<file path="src/rtl/axis_stream_join_pkg.sv">
// ---------------------------------------------------------------------------
// axis_stream_join_pkg
//   Shared parameters for the pixel/weight join path: TUSER field layout of
//   the weight stream and the output skid-buffer state encoding.
//   No ports (package).
// ---------------------------------------------------------------------------
package axis_stream_join_pkg;

    // Weight-stream TUSER layout (bit indices).
    localparam int TUSER_WIDTH_DEF = 8;
    localparam int TUSER_SKIP_BIT  = 0;  // 1 = weight-only beat (config / bias)
    localparam int TUSER_SOF_BIT   = 1;  // first beat of a frame
    localparam int TUSER_EOL_BIT   = 2;  // end of line marker

    typedef enum logic [1:0] {
        SKID_EMPTY = 2'd0,
        SKID_ONE   = 2'd1,
        SKID_FULL  = 2'd2
    } skid_state_e;

endpackage

</file>
<file path="src/rtl/axis_skid_buffer.sv">
// ---------------------------------------------------------------------------
// axis_skid_buffer
//   Two-entry output buffer. Acceptance (o_space) is a pure function of the
//   registered state, so there is no combinational path from i_ready back to
//   the producer. Output data comes straight from a register (r_head).
// Ports
//   aclk, aresetn   clock, asynchronous active-low reset
//   i_push          producer writes i_data this cycle (only when o_space)
//   i_data          entry payload
//   o_space         buffer not FULL
//   o_valid/i_ready consumer handshake
//   o_data          head entry
// ---------------------------------------------------------------------------
module axis_skid_buffer
    import axis_stream_join_pkg::*;
#(
    parameter int DATA_WIDTH = 8
) (
    input  logic                  aclk,
    input  logic                  aresetn,
    input  logic                  i_push,
    input  logic [DATA_WIDTH-1:0] i_data,
    output logic                  o_space,
    output logic                  o_valid,
    input  logic                  i_ready,
    output logic [DATA_WIDTH-1:0] o_data
);

    skid_state_e           r_state;
    skid_state_e           w_state_nxt;
    logic [DATA_WIDTH-1:0] r_head;
    logic [DATA_WIDTH-1:0] r_tail;
    logic                  w_pop;

    assign o_valid = (r_state != SKID_EMPTY);
    assign o_space = (r_state != SKID_FULL);
    assign o_data  = r_head;
    assign w_pop   = o_valid & i_ready;

    always_ff @(posedge aclk or negedge aresetn) begin
        if (!aresetn) r_state <= SKID_EMPTY;
        else          r_state <= w_state_nxt;
    end

    always_comb begin
        w_state_nxt = r_state;
        case (r_state)
            SKID_EMPTY: if (i_push)           w_state_nxt = SKID_ONE;
            SKID_ONE: begin
                if (i_push && !w_pop)         w_state_nxt = SKID_FULL;
                else if (!i_push && w_pop)    w_state_nxt = SKID_EMPTY;
            end
            SKID_FULL:  if (w_pop)            w_state_nxt = SKID_ONE;
            default:                          w_state_nxt = SKID_EMPTY;
        endcase
    end

    // Head always holds the oldest entry; tail only used while FULL.
    always_ff @(posedge aclk or negedge aresetn) begin
        if (!aresetn) begin
            r_head <= '0;
            r_tail <= '0;
        end else begin
            case (r_state)
                SKID_EMPTY: if (i_push) r_head <= i_data;
                SKID_ONE: begin
                    if (i_push && w_pop) r_head <= i_data;
                    else if (i_push)     r_tail <= i_data;
                end
                SKID_FULL:  if (w_pop)  r_head <= r_tail;
                default: ;
            endcase
        end
    end

endmodule

</file>
<file path="src/rtl/axis_stream_join.sv">
// ---------------------------------------------------------------------------
// axis_stream_join
//   Joins one weight stream with NUM_PX pixel streams into one registered
//   output beat. A weight beat with w_user[USER_SKIP] set is weight-only:
//   it consumes no pixels and emits zero pixels. Pixel tlast disagreement on
//   a joined beat raises sticky err_last (beat still passes through).
// Ports
//   aclk, aresetn                  clock, asynchronous active-low reset
//   w_valid/w_ready/w_last/w_user/w_data   weight stream
//   px_valid/px_ready/px_last/px_data      NUM_PX pixel streams
//   m_valid/m_ready/m_last/m_user/m_pixels/m_weights  joined output
//   err_last, err_clear            sticky tlast error and its clear
// Optional (macro AXIS_JOIN_PERF_EN):
//   perf_beats, perf_px_stall, perf_out_stall  saturating 32-bit counters
// ---------------------------------------------------------------------------
module axis_stream_join
    import axis_stream_join_pkg::*;
#(
    parameter int NUM_PX      = 2,
    parameter int ROWS        = 8,
    parameter int COLS        = 24,
    parameter int WORD_WIDTH  = 8,
    parameter int TUSER_WIDTH = TUSER_WIDTH_DEF,
    parameter int USER_SKIP   = TUSER_SKIP_BIT
) (
    input  logic                               aclk,
    input  logic                               aresetn,
    input  logic                               w_valid,
    output logic                               w_ready,
    input  logic                               w_last,
    input  logic [TUSER_WIDTH-1:0]             w_user,
    input  logic [COLS*WORD_WIDTH-1:0]         w_data,
    input  logic [NUM_PX-1:0]                  px_valid,
    output logic [NUM_PX-1:0]                  px_ready,
    input  logic [NUM_PX-1:0]                  px_last,
    input  logic [NUM_PX*ROWS*WORD_WIDTH-1:0]  px_data,
    output logic                               m_valid,
    input  logic                               m_ready,
    output logic                               m_last,
    output logic [TUSER_WIDTH-1:0]             m_user,
    output logic [NUM_PX*ROWS*WORD_WIDTH-1:0]  m_pixels,
    output logic [COLS*WORD_WIDTH-1:0]         m_weights,
    output logic                               err_last,
    input  logic                               err_clear
`ifdef AXIS_JOIN_PERF_EN
    ,
    output logic [31:0]                        perf_beats,
    output logic [31:0]                        perf_px_stall,
    output logic [31:0]                        perf_out_stall
`endif
);

    localparam int PX_W   = ROWS * WORD_WIDTH;
    localparam int PXS_W  = NUM_PX * PX_W;
    localparam int WT_W   = COLS * WORD_WIDTH;
    localparam int BEAT_W = 1 + TUSER_WIDTH + PXS_W + WT_W;

    logic              w_skip;
    logic              w_space;
    logic              w_fire;
    logic              w_last_bad;
    logic [PXS_W-1:0]  w_px_in;
    logic [BEAT_W-1:0] w_beat_in;
    logic [BEAT_W-1:0] w_beat_out;
    logic              r_err_last;

    assign w_skip = w_user[USER_SKIP];

    // Join: weight beat plus either all pixel streams or none. Gated by
    // aresetn so readies are held low throughout reset.
    assign w_fire  = aresetn & w_valid & w_space & (w_skip | (&px_valid));
    assign w_ready = w_fire;

    // Per-stream ready and pixel gating (weight-only beats carry zero pixels).
    for (genvar gi = 0; gi < NUM_PX; gi++) begin : g_px
        assign px_ready[gi]               = w_fire & ~w_skip;
        assign w_px_in[gi*PX_W +: PX_W]   = w_skip ? '0 : px_data[gi*PX_W +: PX_W];
    end

    // Pixel tlasts must all agree: all set or all clear.
    assign w_last_bad = ~((&px_last) | ~(|px_last));

    assign w_beat_in = {w_last, w_user, w_px_in, w_data};

    axis_skid_buffer #(
        .DATA_WIDTH (BEAT_W)
    ) u_skid (
        .aclk    (aclk),
        .aresetn (aresetn),
        .i_push  (w_fire),
        .i_data  (w_beat_in),
        .o_space (w_space),
        .o_valid (m_valid),
        .i_ready (m_ready),
        .o_data  (w_beat_out)
    );

    assign {m_last, m_user, m_pixels, m_weights} = w_beat_out;

    // Sticky tlast error; clear has priority over a same-cycle set.
    always_ff @(posedge aclk or negedge aresetn) begin
        if (!aresetn)                             r_err_last <= 1'b0;
        else if (err_clear)                       r_err_last <= 1'b0;
        else if (w_fire && !w_skip && w_last_bad) r_err_last <= 1'b1;
    end
    assign err_last = r_err_last;

`ifdef AXIS_JOIN_PERF_EN
    logic [31:0] r_perf_beats;
    logic [31:0] r_perf_px_stall;
    logic [31:0] r_perf_out_stall;
    logic        w_px_stall;
    logic        w_out_stall;

    assign w_px_stall  = w_valid & ~w_skip & ~(&px_valid) & w_space;
    assign w_out_stall = m_valid & ~m_ready;

    always_ff @(posedge aclk or negedge aresetn) begin
        if (!aresetn) begin
            r_perf_beats     <= '0;
            r_perf_px_stall  <= '0;
            r_perf_out_stall <= '0;
        end else if (err_clear) begin
            r_perf_beats     <= '0;
            r_perf_px_stall  <= '0;
            r_perf_out_stall <= '0;
        end else begin
            if (w_fire && r_perf_beats != 32'hFFFF_FFFF)
                r_perf_beats <= r_perf_beats + 32'd1;
            if (w_px_stall && r_perf_px_stall != 32'hFFFF_FFFF)
                r_perf_px_stall <= r_perf_px_stall + 32'd1;
            if (w_out_stall && r_perf_out_stall != 32'hFFFF_FFFF)
                r_perf_out_stall <= r_perf_out_stall + 32'd1;
        end
    end

    assign perf_beats     = r_perf_beats;
    assign perf_px_stall  = r_perf_px_stall;
    assign perf_out_stall = r_perf_out_stall;
`endif

endmodule

</file>
<file path="config.mk">
export PLATFORM = sky130hd
export DESIGN_NAME = axis_stream_join
export DESIGN_NICKNAME = d
export VERILOG_FILES = /design/src/rtl/axis_stream_join_pkg.sv /design/src/rtl/axis_skid_buffer.sv /design/src/rtl/axis_stream_join.sv
export SDC_FILE = /design/constraint.sdc
export NUM_CORES = 1
export LEC_CHECK = 0
export ABC_AREA = 1
export CAP_MARGIN = 20
export CORE_MARGIN = 10
export CORE_UTILIZATION = 50
export DETAILED_ROUTE_END_ITERATION = 7
export GPL_ROUTABILITY_DRIVEN = 0
export PLACE_DENSITY = 0.8
export SLEW_MARGIN = 20
export SYNTH_ARGS = -nofsm -noshare
export SYNTH_HDL_FRONTEND = slang
export SYNTH_HIERARCHICAL = 1
export SYNTH_SLANG_ARGS = --single-unit
</file>
<file path="constraint.sdc">
create_clock -name aclk -period 4.46 [get_ports aclk]
set_input_delay 0.892 -clock aclk [delete_from_list [all_inputs] [get_ports aclk]]
set_output_delay 0.892 -clock aclk [all_outputs]
set_load 0.01 [all_outputs]
</file>
==> impl_metrics.csv, run 1 <==
group,metric,value,unit
run_status,status,"completed",
sta,max_slew_margin,9.05,%
floorplan,die_w,267,microns
run,cap_violations,0,
power_and_ir_drop,power.leakage,21.5,nW
clock_tree,h-tree-depth,3,
global_routing,grtUsageTotal,27.9,%
layout,layout.nets,5021,
critical_path,path_delay_family,"buffers and inverters",
drt,ant_nets,0,
drt,dr.max_layer_used,"met5",
floorplan,core_area,0.0604,sq mm
critical_path,slowest_delay,0.64,ns
sta,period_minus_slack,3.66,ns
floorplan,io_pins,672,
synth,syn_area,0.0305,sq mm
synth,avgSynthCellArea,7.33,sq um
clock_tree,clkLatencyLatePin,0.60,ns
floorplan,die-area,0.0713,sq mm
sta,setup_viol,0,
layout,num-fill-cells,4973,
sta,finalHoldViolCount,0,
clock_tree,clk_pin_slew,0.06,ns
clock_tree,holdBufCountCts,0,
drt,drc,0,
drt,routedWlPerCell,18.6,microns
synth,synth-seq-cells,661,
critical_path,path_max_fanout,57,
layout,syn_to_final_growth,30.2,%
global_routing,grt_pass1_vias,27867,
placement,dp_hpwl,65.0,mm
layout,ff_latch_area,0.0165,sq mm
drt,drt_iter0_drc,3362,
global_routing,grt_pass1_wl,159,mm
clock_tree,post_cts_resized,0,
synth,mappedNetlistNets,4503,
critical_path,endpoint_kind,"output pin",
drt,vias,28987,
synth,ys_seq_area_share,54.2,%
critical_path,critPathRequiredTime,3.57,ns
sta,rsz0062_at_grt,"no",
critical_path,path_buf_inv,4,
critical_path,cp-start-kind,"flip-flop",
global_routing,overflow,0,
clock_tree,cts_setup_buffers,0,
sta,worst_slew_pin_slew,1.36,ns
placement,placed_area,0.0374,sq mm
drt,wl_met1,40.3,mm
layout,final_common_cell,"nand2_1",
sta,drv_slew,0,
critical_path,cpMostUsedCell,"inv_1",
floorplan,fp-row-count,90,
clock_tree,cts_tree,"built",
critical_path,cp_data_arrival_time,2.77,ns
clock_tree,cts_made_buffers,71,
power_and_ir_drop,vdd_drop_max,0.000703,V
drt,drt-total-wl,103,mm
sta,whs,0.475,ns
placement,io_buffers,671,
critical_path,path_class,"flip-flop to output pin",
clock_tree,clock_sinks,661,
sta,fmax,273,MHz
synth,synthCells,4163,
layout,multi_input_area,0.0120,sq mm
global_routing,antenna_found_initial,26,
layout,design_area,0.0398,sq mm
worst_hold_path,hp-class,"flip-flop to flip-flop",
sta,clock_skew,0.0158,ns
synth,synth_cell_type_count,19,
clock_tree,cts-root-buf,"clkbuf_16",
drt,via_per_inst,5.24,
layout,final_cell_mix,"nand2_1, clkdlybuf4s50_1, dfrtp_1, nand3_1, inv_1",
drt,route.met2.wl,47.5,mm
drt,firstDrtPassIters,6,
synth,yosys_warnings,6,
layout,layout-drive-gt1-share,3.23,%
floorplan,die_y,267,microns
power_and_ir_drop,p_per_area,657,mW/mm^2
sta,fin_tns_setup,0,ns
critical_path,cp_cell_sequence,"inv_8 -> nand2_4 -> inv_1 -> nor2_1 -> inv_1 -> nor3_1 -> clkdlybuf4s50_1",
floorplan,start_util,50.6,%
sta,post-route-period-util,82.0,%
global_routing,grt_max_degree,198,
drt,wl_met3,10.6,mm
critical_path,slowest_stage,"clkdlybuf4s50_1",
clock_tree,cts_buffer_depth,3,
flip-flops by register name, summed over array words and instances (netlist names):
name / count
err_last: 1
u_skid/o_data: 329
u_skid/r_state: 2
u_skid/r_tail: 329
per-stage QoR:
step	total power (W)	util (%)	setup WS [ns]	cells
after global placement	0.0200	62.0	0.729	5389
after detailed placement	0.0203	62.0	0.706	5389
after CTS	0.0262	65.7	0.698	5511
after floorplan	0.0152	-	1.81	4163
final	0.0261	65.9	0.802	5532
after global routing	0.0277	65.8	0.667	5528
per-layer routing:
layer	track usage, %	vias to the layer above
met4	12.5	14
li1	-	13617
met2	43.2	1383
met1	35.7	13748
met3	8.51	225
met5	0	-
logic make-up after synthesis:
logic type	Yosys count	synth area share, %
flops	661	54.2
compound gates	51	0.836
fa+ha+maj	2	0.0819
buf+inv	433	6.49
simple gates	3016	38.4
final cells by class:
type,count,area share (%)
Sequential cell,661,41.6
Multi-Input combinational cell,3069,30.3
Timing Repair Buffer,711,18.2
Clock buffer,106,5.32
Tap cell,782,2.46
Inverter,167,1.61
Clock inverter,16,0.397
Antenna cell,20,0.126
synthesized netlist by cell type (all sizes together):
| library cell | instances | area share [%] |
|---|---|---|
| dfrtp | 661 | 54 |
| clkbuf | 121 | 1.5 |
| o21ai | 48 | 0.79 |
| nand2 | 2571 | 32 |
| buf | 145 | 2.9 |
| a21oi | 3 | 0.049 |
| nand3 | 310 | 5.1 |
| nor2 | 133 | 1.7 |
| nor3 | 1 | 0.016 |
| inv | 167 | 2.1 |
| ha | 2 | 0.082 |
| nand4 | 1 | 0.021 |
final timing paths:
kind	from	endpoint	slack [ns]	depth (start not counted)
min in group asynchronous	aresetn	u_skid/o_data[2]	0.52	2
hold reg to reg	u_skid/o_data[91]	u_skid/o_data[91]	0.47	2
hold / removal	u_skid/o_data[91]	u_skid/o_data[91]	0.47	2
max in group asynchronous	aresetn	u_skid/o_data[203]	2.59	3
setup / recovery	u_skid/r_state[0]	px_ready[0]	0.80	7
setup reg to reg	u_skid/r_state[0]	u_skid/r_tail[24]	0.90	12
worst min-delay path, stage by stage, from the launching register on:
cell     delay [ns]
dfrtp_1        0.34
nand2_1        0.05
nand2_1        0.05
where the power goes:
part	total (W)	internal, W	switching [W]	leakage, nW
logic	0.0100	0.00419	0.00585	12.0
registers	0.0103	0.00867	0.00159	8.37
clock network	0.00581	0.00339	0.00242	1.11
Power figures use the tool's default switching activity.
==> run 2: changes to the inputs <==
--- a/config.mk
+++ b/config.mk
@@ -8,10 +8,10 @@
 export ABC_AREA = 1
 export CAP_MARGIN = 20
 export CORE_MARGIN = 10
-export CORE_UTILIZATION = 50
+export CORE_UTILIZATION = 46
 export DETAILED_ROUTE_END_ITERATION = 7
 export GPL_ROUTABILITY_DRIVEN = 0
-export PLACE_DENSITY = 0.8
+export PLACE_DENSITY = 0.78
 export SLEW_MARGIN = 20
 export SYNTH_ARGS = -nofsm -noshare
 export SYNTH_HDL_FRONTEND = slang
==> constraint.sdc (replaced) <==
create_clock -name aclk -period 3.15 [get_ports aclk]
set_input_delay 0.63 -clock aclk [delete_from_list [all_inputs] [get_ports aclk]]
set_output_delay 0.63 -clock aclk [all_outputs]
set_load 0.01 [all_outputs]
==> run 2 against run 1 <==
- critical path depth stayed put
- power rose by 46%
- cell area up 1.9%
- clock-buffer cell count rose by 6
- largest cell class unchanged
- flip-flop and latch count is the same
- first-iteration DRC count shrank 4.1%
==> impl_metrics.csv, run 2 (same netlist as run 1, synthesis figures left out) <==
group,metric,value,unit
critical_path,cp_data_arrival_time,2.35,ns
floorplan,core_area,0.0657,sq mm
sta,drv_slew,0,
layout,syn_to_final_growth,32.7,%
global_routing,grtUsageTotal,25.6,%
drt,routedWlPerCell,18.1,microns
placement,dp_hpwl,65.9,mm
critical_path,slowest_delay,0.55,ns
layout,post-route-util,61.6,%
drt,drt_iter0_drc,3224,
critical_path,reg2reg_to,"u_skid/o_data[65]",
layout,multi_input_area,0.0120,sq mm
placement,io_buffers,671,
clock_tree,holdBufCountCts,0,
critical_path,reg2reg_slack,0.55,ns
global_routing,antenna_found_initial,29,
critical_path,slowest_stage,"clkdlybuf4s50_1",
sta,fmax,335,MHz
critical_path,reg2reg_depth,7,
critical_path,path_class,"flip-flop to output pin",
layout,layout.nets,5049,
layout,ff_latch_area,0.0165,sq mm
sta,fin_tns_setup,0,ns
critical_path,path_max_fanout,4,
floorplan,io_pins,672,
critical_path,cp-startpoint,"u_skid/r_state[1]",
power_and_ir_drop,p_per_area,938,mW/mm^2
layout,final_common_cell,"nand2_1",
critical_path,crit-reg2reg-launch,"u_skid/r_state[0]",
floorplan,die_w,278,microns
global_routing,grt_max_degree,184,
drt,ant_nets,0,
run_status,status,"completed",
floorplan,start_util,46.4,%
critical_path,critPathRequiredTime,2.52,ns
sta,post-route-period-util,94.7,%
clock_tree,cts_made_buffers,73,
clock_tree,cts_tree,"built",
critical_path,cpMostUsedCell,"inv_1",
global_routing,grt_pass1_vias,28129,
critical_path,path_delay_family,"buffers and inverters",
power_and_ir_drop,power.leakage,21.8,nW
drt,drt-total-wl,102,mm
drt,drc,0,
global_routing,grt_pass1_wl,159,mm
clock_tree,h-tree-depth,3,
layout,final_cell_mix,"nand2_1, clkdlybuf4s50_1, dfrtp_1, nand3_1, inv_1",
sta,max_slew_margin,26.6,%
drt,firstDrtPassIters,6,
critical_path,cp_cell_sequence,"nand2_4 -> inv_1 -> nor2_1 -> inv_1 -> a21oi_1 -> buf_4 -> clkdlybuf4s50_1",
floorplan,die_y,278,microns
global_routing,overflow,0,
run,cap_violations,0,
clock_tree,clock_sinks,661,
clock_tree,clk_pin_slew,0.06,ns
clock_tree,cts_buffer_depth,3,
layout,num-fill-cells,5587,
critical_path,path_buf_inv,4,
worst_hold_path,hp-class,"input pin to asynchronous set/reset pin",
sta,finalHoldViolCount,0,
sta,clock_skew,0.0275,ns
sta,period_minus_slack,2.98,ns
power_and_ir_drop,vdd_drop_max,0.000622,V
critical_path,endpoint_kind,"output pin",
clock_tree,clkLatencyLatePin,0.61,ns
sta,worst_slew_pin_slew,1.10,ns
clock_tree,cts_setup_buffers,0,
drt,vias,29172,
sta,rsz0062_at_grt,"no",
critical_path,cp-start-kind,"flip-flop",
floorplan,die-area,0.0771,sq mm
sta,setup_viol,0,
drt,via_per_inst,5.16,
clock_tree,cts-root-buf,"clkbuf_16",
layout,layout-drive-gt1-share,3.95,%
floorplan,fp-row-count,94,
[run 2: cell count changes in the layout (fill, tap and decap cells not counted), sizes merged]
cell / before / now
bufinv: 2 / 5
diode: 20 / 24
inv: 167 / 169
buf: 42 / 68
clkinv: 12 / 9
clkbuf: 106 / 112
[run 2: worst max path at each step]
stage                     cells after the start  slack, ns                 end
after global placement                       15       0.20  u_skid/o_data[148]
after detailed placement                     15       0.14  u_skid/o_data[114]
final                                         7       0.17             w_ready
after floorplan                              16       0.50  u_skid/r_tail[205]
after CTS                                     8       0.08             w_ready
after global routing                          7       0.06             w_ready
[run 2: through the flow]
step,cell area (sq um),hold WS (ns),cells,total power [W],setup WS (ns)
6_report,40500,0.172,5652,0.0380,0.166
5_1_grt,40500,0.210,5648,0.0404,0.0563
4_1_cts,40500,0.211,5628,0.0382,0.0817
3_5_place_dp,38000,0.464,5498,0.0292,0.142
3_3_place_gp,38000,0.460,5498,0.0287,0.205
2_1_floorplan,30500,0.334,4163,0.0215,0.502
[run 2: cell type report]
cell class / count / share of cell area [%]
repair buffers: 737 / 18.9
clock buffers: 112 / 5.42
inverters: 167 / 1.58
well taps: 864 / 2.67
clock inverters: 18 / 0.692
flip-flops and latches: 661 / 40.8
multi-input cells: 3069 / 29.7
diodes: 24 / 0.148
[run 2: what timing repair did]
item                       CTS  global route
hold endpoints to repair     0             0
resized for setup            0             1
setup endpoints to repair    0             1
[run 2: power by group]
group          total, W  internal [W]  leakage [nW]  switching [W]
logic            0.0147       0.00635          12.2        0.00836
registers        0.0145        0.0123          8.37        0.00221
clock network   0.00882       0.00524          1.21        0.00358
[run 2: metal layers]
metal | up-vias | track usage, % | wire, microns
li1 | 13705 | - | -
met5 | - | 0 | 105
met4 | 16 | 12.7 | 4580
met1 | 13869 | 32.0 | 39800
met3 | 250 | 8.05 | 10400
met2 | 1332 | 39.5 | 47500
